File: src/rtl/hazard_ctrl_pkg.sv
// Shared definitions for the pipeline hazard controller: FSM encoding and
// default parameter values.
package hazard_ctrl_pkg;

  typedef enum logic [1:0] {
    StRun     = 2'd0,
    StMemWait = 2'd1,
    StErr     = 2'd2
  } state_e;

  localparam int unsigned MemTimeoutDef = 64;
  localparam int unsigned CntWDef       = 16;
  localparam int unsigned RegIdxW       = 5;

endpackage

File: src/rtl/hazard_ctrl_sat_counter.sv
// Saturating up-counter: counts enabled cycles and sticks at all-ones.
module sat_counter #(
  parameter int unsigned Width = 16
) (
  input  logic             clk_i,
  input  logic             rst_ni,
  input  logic             en_i,
  output logic [Width-1:0] cnt_o
);

  logic [Width-1:0] cnt_d, cnt_q;

  always_comb begin
    cnt_d = cnt_q;
    if (en_i && (cnt_q != '1)) begin
      cnt_d = cnt_q + 1'b1;
    end
  end

  always_ff @(posedge clk_i or negedge rst_ni) begin
    if (!rst_ni) begin
      cnt_q <= '0;
    end else begin
      cnt_q <= cnt_d;
    end
  end

  assign cnt_o = cnt_q;

endmodule

File: src/rtl/hazard_ctrl.sv
// Pipeline hazard controller: load-use stalls, branch flushes and data-memory
// wait handling with a timeout that parks the pipeline in a sticky error state.
module hazard_ctrl
  import hazard_ctrl_pkg::*;
#(
  parameter int unsigned MEM_TIMEOUT = MemTimeoutDef,
  parameter int unsigned CNT_W       = CntWDef
) (
  input  logic               clk,
  input  logic               rst_n,
  input  logic               IDEX_MemRead_i,
  input  logic [RegIdxW-1:0] IDEX_Rd_i,
  input  logic [RegIdxW-1:0] IFID_Rs1_i,
  input  logic [RegIdxW-1:0] IFID_Rs2_i,
  input  logic               Branch_taken_i,
  input  logic               mem_req_i,
  input  logic               mem_ready_i,
  output logic               PC_write_o,
  output logic               IF_stall_o,
  output logic               IF_flush_o,
  output logic               IDEX_flush_o,
  output logic               stall_all_o,
  output logic [1:0]         state_o,
  output logic               err_o,
  output logic [CNT_W-1:0]   stall_cnt_o,
  output logic [CNT_W-1:0]   flush_cnt_o
);

  localparam int unsigned WaitW = (MEM_TIMEOUT < 1) ? 1 : $clog2(MEM_TIMEOUT + 1);

  state_e           state_d, state_q;
  logic [WaitW-1:0] wait_d, wait_q;
  logic             err_d, err_q;
  logic             load_use, mem_wait;

  assign load_use = IDEX_MemRead_i && (IDEX_Rd_i != '0) &&
                    ((IDEX_Rd_i == IFID_Rs1_i) || (IDEX_Rd_i == IFID_Rs2_i));
  assign mem_wait = mem_req_i && !mem_ready_i;

  always_comb begin
    state_d      = state_q;
    wait_d       = wait_q;
    err_d        = err_q;
    PC_write_o   = 1'b1;
    IF_stall_o   = 1'b0;
    IF_flush_o   = 1'b0;
    IDEX_flush_o = 1'b0;
    stall_all_o  = 1'b0;

    unique case (state_q)
      StRun: begin
        if (mem_wait) begin
          PC_write_o  = 1'b0;
          IF_stall_o  = 1'b1;
          stall_all_o = 1'b1;
          state_d     = StMemWait;
          wait_d      = '0;
        end else if (load_use) begin
          PC_write_o   = 1'b0;
          IF_stall_o   = 1'b1;
          IDEX_flush_o = 1'b1;
        end else if (Branch_taken_i) begin
          IF_flush_o = 1'b1;
        end
      end
      StMemWait: begin
        // The completing cycle is still frozen; RUN resumes on the next edge.
        PC_write_o  = 1'b0;
        IF_stall_o  = 1'b1;
        stall_all_o = 1'b1;
        if (mem_ready_i) begin
          state_d = StRun;
        end else if (32'(wait_q) + 32'd1 >= MEM_TIMEOUT) begin
          state_d = StErr;
          err_d   = 1'b1;
        end else begin
          wait_d = wait_q + 1'b1;
        end
      end
      StErr: begin
        PC_write_o  = 1'b0;
        IF_stall_o  = 1'b1;
        stall_all_o = 1'b1;
      end
      default: begin
        state_d = StRun;
      end
    endcase

    // Reset drives a bubble into both front-end registers and holds the PC.
    if (!rst_n) begin
      PC_write_o   = 1'b0;
      IF_stall_o   = 1'b0;
      IF_flush_o   = 1'b1;
      IDEX_flush_o = 1'b1;
      stall_all_o  = 1'b0;
    end
  end

  always_ff @(posedge clk or negedge rst_n) begin
    if (!rst_n) begin
      state_q <= StRun;
      wait_q  <= '0;
      err_q   <= 1'b0;
    end else begin
      state_q <= state_d;
      wait_q  <= wait_d;
      err_q   <= err_d;
    end
  end

  assign state_o = state_q;
  assign err_o   = err_q;

  sat_counter #(
    .Width (CNT_W)
  ) u_stall_cnt (
    .clk_i  (clk),
    .rst_ni (rst_n),
    .en_i   (IF_stall_o),
    .cnt_o  (stall_cnt_o)
  );

  sat_counter #(
    .Width (CNT_W)
  ) u_flush_cnt (
    .clk_i  (clk),
    .rst_ni (rst_n),
    .en_i   (IF_flush_o),
    .cnt_o  (flush_cnt_o)
  );

endmodule

File: config.mk
export PLATFORM = sky130hd
export DESIGN_NAME = hazard_ctrl
export DESIGN_NICKNAME = d
export VERILOG_FILES = /design/src/rtl/hazard_ctrl_pkg.sv /design/src/rtl/hazard_ctrl_sat_counter.sv /design/src/rtl/hazard_ctrl.sv
export SDC_FILE = /design/constraint.sdc
export NUM_CORES = 1
export LEC_CHECK = 0
export ABC_CLOCK_PERIOD_IN_PS = 4700
export CORE_MARGIN = 2
export CORE_UTILIZATION = 54
export CTS_BUF_LIST = sky130_fd_sc_hd__clkbuf_8
export DETAILED_ROUTE_END_ITERATION = 7
export PLACE_DENSITY = 0.83
export REMOVE_ABC_BUFFERS = 1
export SLEW_MARGIN = 15
export SYNTH_ARGS = -nofsm -noshare
export SYNTH_HDL_FRONTEND = slang
export SYNTH_SLANG_ARGS = --single-unit
File: constraint.sdc
create_clock -name clk -period 4.7 [get_ports clk]
set_input_delay 1.41 -clock clk [delete_from_list [all_inputs] [get_ports clk]]
set_output_delay 1.41 -clock clk [all_outputs]
set_load 0.005 [all_outputs]
== Yosys cells after proc, flatten, opt, wreduce, memory -nomap -nowiden ==
Index checks and enable logic that the tools add are counted.
Storage, ports and cells
  flip-flop bits (word level): 42
  bits of input ports: 21
Operators by class
  reduce and logical (&&, ||, !) cells: 14
  muxes and demuxes: 27
  $add $sub $neg: 4
  order comparisons: 1
  bitwise gates (word level): 2
  eq/ne operators: 10
Operators with widths (number)
  16-bit by 1-bit adder with 16-bit output (second input constant): 2
  16-bit inequality test (second input constant): 2
  7-bit two-way mux: 3
  1-bit two-way mux: 16
  7-bit case mux with 2 select lines: 1
  5-bit == test: 2
  7-bit by 1-bit adder with 8-bit output (second input constant): 1
  8-bit by 7-bit greater-or-equal comparator with 1-bit output (second input constant): 1
  7-bit by 1-bit adder with 7-bit output (second input constant): 1
  2-bit two-way mux: 3
  2-bit inequality test (second input constant): 3
  1-bit case mux with 2 select lines: 3
  2-bit case mux with 3 select lines: 1
  3-bit AND reduction: 2
  1-bit logical AND: 5
  5-bit nonzero test: 1
  4-bit AND reduction: 1
  3-bit inequality test (second input constant): 1
  2-bit by 1-bit == test with 1-bit output (second input constant): 1
  2-bit == test (second input constant): 1
  2-bit zero test: 1
  1-bit NOT: 2
  2-bit nonzero test: 1
  2-bit OR reduction: 1
  2 further kinds: 2

== Longest topological paths before layout ==
  word-level depth: 8
  mapped depth: 10

== Cells and area by module ==
From an unflattened synthesis, not the netlist that was laid out.
Second synthesis, totals
  cell total of the unflattened synthesis: 228
  area, all modules: 2507.4 sq um
By module, submodules not included
  sat_counter: area an instance 859.6 sq um, cells each 72, times used 2
  hazard_ctrl: area an instance 788.3 sq um, cells each 84, times used 1

== Worst setup path before layout ==
Ideal clock, no wire load.
  path type: input to output
  from: input port IDEX_Rd_i[1]
  to: output port PC_write_o
  data arrival time: 2.688 ns
  cell stages on the path: 4
  path buffers: 0
  data required time: 3.290 ns
  setup slack: 0.602 ns
  cell sequence: or4_1 o21ai_2 nor2_1 a2111oi_0
On the way
  word-level cells in the longest chain between the ends: 7
Ends and longest elaborated chain
  start, declared: line hazard_ctrl.sv:12  | input logic [RegIdxW-1:0] IDEX_Rd_i,
  5-bit == test or 5-bit nonzero test (tied branches): line hazard_ctrl.sv:37, hazard_ctrl.sv:36
  1-bit logical OR or 1-bit logical AND (tied branches): line hazard_ctrl.sv:37, hazard_ctrl.sv:36
  1-bit logical AND *: line hazard_ctrl.sv:36  | assign load_use = IDEX_MemRead_i && (IDEX_Rd_i != '0) &&
  1-bit two-way mux *: line hazard_ctrl.sv:58  | end else if (load_use) begin
  1-bit two-way mux *: line hazard_ctrl.sv:52  | if (mem_wait) begin
  1-bit case mux with 2 select lines *: line hazard_ctrl.sv:50  | unique case (state_q)
  1-bit two-way mux *: line hazard_ctrl.sv:91  | if (!rst_n) begin
  end, declared: line hazard_ctrl.sv:18  | output logic PC_write_o,
Mark *: on every way between the ends. The rest lies on a longest branch, timed or not.

== Worst setup path in the final report ==
  from: input port IDEX_Rd_i[3]
  to: output port IDEX_flush_o
On the way
  word-level cells in the longest chain between the ends: 7
Ends and longest elaborated chain
  5-bit == test or 5-bit nonzero test (tied branches): line hazard_ctrl.sv:37, hazard_ctrl.sv:36
  1-bit logical OR or 1-bit logical AND (tied branches): line hazard_ctrl.sv:37, hazard_ctrl.sv:36
  1-bit logical AND *: line hazard_ctrl.sv:36
  1-bit two-way mux *: line hazard_ctrl.sv:58
  1-bit two-way mux *: line hazard_ctrl.sv:52
  1-bit two-way mux *: line hazard_ctrl.sv:50
  1-bit two-way mux *: line hazard_ctrl.sv:91
  end, declared: line hazard_ctrl.sv:21  | output logic IDEX_flush_o,
Marked as above.

==> results.json <==
{
  "synth_ff_type": "dfrtp_1",
  "htreeDepth": 2,
  "worst_ep_arrival_time_ns": 3.28,
  "slew_violations": 0,
  "utilization": 0.7802,
  "finalSetupTns_ns": 0,
  "track_usage": 0.2265,
  "yosys.cell_types.count": 39,
  "row_count": 23,
  "synth.avg_cell_area_um2": 10.01,
  "setup_viol": 0,
  "r2r-end": "u_flush_cnt.cnt_o[1]",
  "finalClockSkew_ns": 0.009668,
  "max_freq_mhz": 213.2,
  "clk_latency_ns": 0.30,
  "cts_hold_buf": 0,
  "yosysMostFrequentCell": "dfrtp_1",
  "synth_common_cells": "dfrtp_1 (42), xor2_1 (22), xnor2_1 (17)",
  "vias_per_cell": 5.548,
  "drc": 0,
  "peakVddDrop_mv": 0.3107,
  "drv_cap": 0,
  "grt_pass1_vias": 1911,
  "finalHoldViolCount": 0,
  "die_y_um": 69.86,
  "grt_antenna_before_repair": 0,
  "cts_sinks": 42,
  "die_x_um": 69.86,
  "synth_area_leader_cell": "dfrtp_1",
  "p_int_uw": 870.6,
  "hold_class": "reg2reg",
  "ys_top_cells_by_area": "dfrtp_1 (45%), xor2_1 (8.2%), xnor2_1 (6.4%), ha_1 (4.3%), nand4_1 (3.7%)",
  "tritoncts.num_buffers": 5,
  "synth_seq_area_share": 0.4487,
  "wl_per_cell_um": 14.71,
  "p_sw_uw": 442.8,
  "rr_startpoint": "u_flush_cnt.cnt_o[0]",
  "ant_nets": 0,
  "power_density_nw_per_um2": 412.0,
  "p_seq_frac": 0.424,
  "synth_edf_count": 0,
  "leakagePower_uw": 0.001430,
  "synth_area_um2": 2342,
  "dr.pass1.iters": 4,
  "dp_cells": 348,
  "critPathKind": "in2out",
  "reg2reg_slack_ns": 2.01,
  "postCtsSetupBuffers": 0,
  "synthCells": 234,
  "fin_crit_ns": 4.691,
  "layout-drive-gt1-share": 0.1144,
  "clkPwrFrac": 0.215,
  "drtIter0Drc": 145,
  "power_frac_comb": 0.362,
  "yosys_warnings": 0,
  "n_antenna_cell": 0,
  "worstMarginPinSlew_ns": 0.9841,
  "core_um2": 4086,
  "end_kind": "output port",
  "start_util": 0.5732,
  "stdcell_count": 356,
  "sw_frac_of_total": 0.3372,
  "min_to": "err_o",
  "start_kind": "input port",
  "worstHoldStart": "err_o",
  "ctsLongestPathBuffers": 2,
  "via_count": 1975,
  "dp_hpwl_um": 3732,
  "area_growth_pct": 36.11,
  "finalCritPeriodShare": 0.9981,
  "yosys.area.top_type_share": 0.4487,
  "path_clk_slew_ns": 0.07,
  "io_pins": 61,
  "relSlewSlack": 0.3426,
  "root_buffer": "clkbuf_8",
  "globalRouteOverflowTotal": 0,
  "gp_congestion": 0.8201,
  "cts_tree": "yes",
  "routed_wirelength_um": 5238,
  "fillers": 288,
  "status": "completed",
  "dieArea_um2": 4880,
  "crit_path_max_fanout": 2,
  "reg2reg_depth": 7,
  "ys_ff_latch": 42,
  "port_buffers": 60,
  "crit_required_ns": 3.29,
  "async_flop_share": 1.000,
  "nets": 334,
  "grt_max_degree": 43,
  "grt_pass1_wl_um": 8976,
  "min_path_cells": 1
}
layout make-up:
type                            instances  area [um^2]  area share
Multi-Input combinational cell        178         1265      0.3968
Sequential cell                        42         1051      0.3297
Timing Repair Buffer                   70        669.4      0.2100
Clock buffer                            5        68.82     0.02159
Tap cell                               50        62.56     0.01962
Clock inverter                          3        41.29     0.01295
Inverter                                8        30.03    0.009419
layer usage:
layer,global-route usage,routed length [um],up-vias,share of wire
li1,-,-,975,-
met5,0,0,-,0
met3,0.05772,240,9,0.046
met2,0.3810,2647,51,0.51
met1,0.2900,2252,940,0.43
met4,0.06410,96,0,0.018
through the flow:
step / power [uW] / area, um^2 / setup slack [ns] / hold WS [ns]
after floorplan: 790.6 / 2311 / 0.6018 / 0.4678
final: 1313 / 3188 / 0.008834 / 0.4859
after CTS: 1316 / 3152 / 0.005084 / 0.4885
after detailed placement: 1037 / 3044 / -0.2850 / 0.4609
after global routing: 1406 / 3188 / -0.02964 / 0.5010
after global placement: 1020 / 3044 / -0.2594 / 0.4649
worst max path at each step:
| stage | start | endpoint | cells past startpoint |
|---|---|---|---|
| floorplan | IDEX_Rd_i[1] | PC_write_o | 4 |
| global placement | IDEX_Rd_i[1] | PC_write_o | 6 |
| detailed placement | IDEX_Rd_i[1] | PC_write_o | 6 |
| CTS | IDEX_Rd_i[3] | IDEX_flush_o | 8 |
| global route | IDEX_Rd_i[3] | IDEX_flush_o | 6 |
| finish | IDEX_Rd_i[3] | IDEX_flush_o | 6 |
cell usage in the layout (no fill, tap or decap), types with 2 or more instances in the layout:
cell / synthesis / final
clkdlybuf4s50_1: 0 / 55
dfrtp_1: 42 / 42
xor2_1: 22 / 22
xnor2_1: 17 / 17
nand3_1: 16 / 16
nand2_1: 14 / 14
nand4_1: 14 / 14
and3_1: 12 / 12
nor2_1: 12 / 11
buf_4: 0 / 10
inv_1: 8 / 9
ha_1: 8 / 8
o21ai_0: 6 / 6
nor3_1: 8 / 6
a21oi_1: 6 / 6
clkbuf_8: 0 / 5
nand2b_1: 4 / 4
and2_1: 4 / 4
nor4_1: 4 / 4
nor3_2: 1 / 3
mux2_2: 3 / 3
dlygate4sd2_1: 0 / 3
a31o_2: 2 / 2
nor2b_1: 2 / 2
o21bai_1: 2 / 2
nor4b_1: 2 / 2
nor3b_1: 2 / 2
mux2i_1: 2 / 2
a21o_1: 2 / 2
nor4_2: 2 / 2
power by group through the flow:
stage / logic (uW) / registers [uW] / clock network (uW)
after floorplan: 245 / 546 / 0
after global placement: 464 / 556 / 0
after detailed placement: 474 / 563 / 0
after CTS: 473 / 557 / 286
after global routing: 526 / 575 / 304
final: 475 / 557 / 282
registers in the layout, summed over array words and instances (netlist names):
name	count
err_o	1
state_o	2
u_flush_cnt.cnt_o	16
u_stall_cnt.cnt_o	16
wait_q	7
worst max-delay path, stage by stage:
cell and delay, ns:
clkdlybuf4s50_1 0.43, or4_4 0.54, o21ai_4 0.17, nor2_2 0.06, a31o_2 0.23, clkdlybuf4s50_1 0.44
cell families after synthesis:
family,synth area share
multiplexers,0.02297
buffers and inverters,0.02617
flip-flops,0.4487
adder cells (fa/ha/maj),0.04274
XOR/XNOR,0.1458
AO/OA/AOI/OAI,0.07212
AND/OR/NAND/NOR,0.2414
what timing repair did:
item                       4_1_cts  5_1_grt
setup endpoints to repair        3        3
pin swaps                        0        5
resized for setup                4        8
No activity file was read; power rests on OpenSTA's default activity.
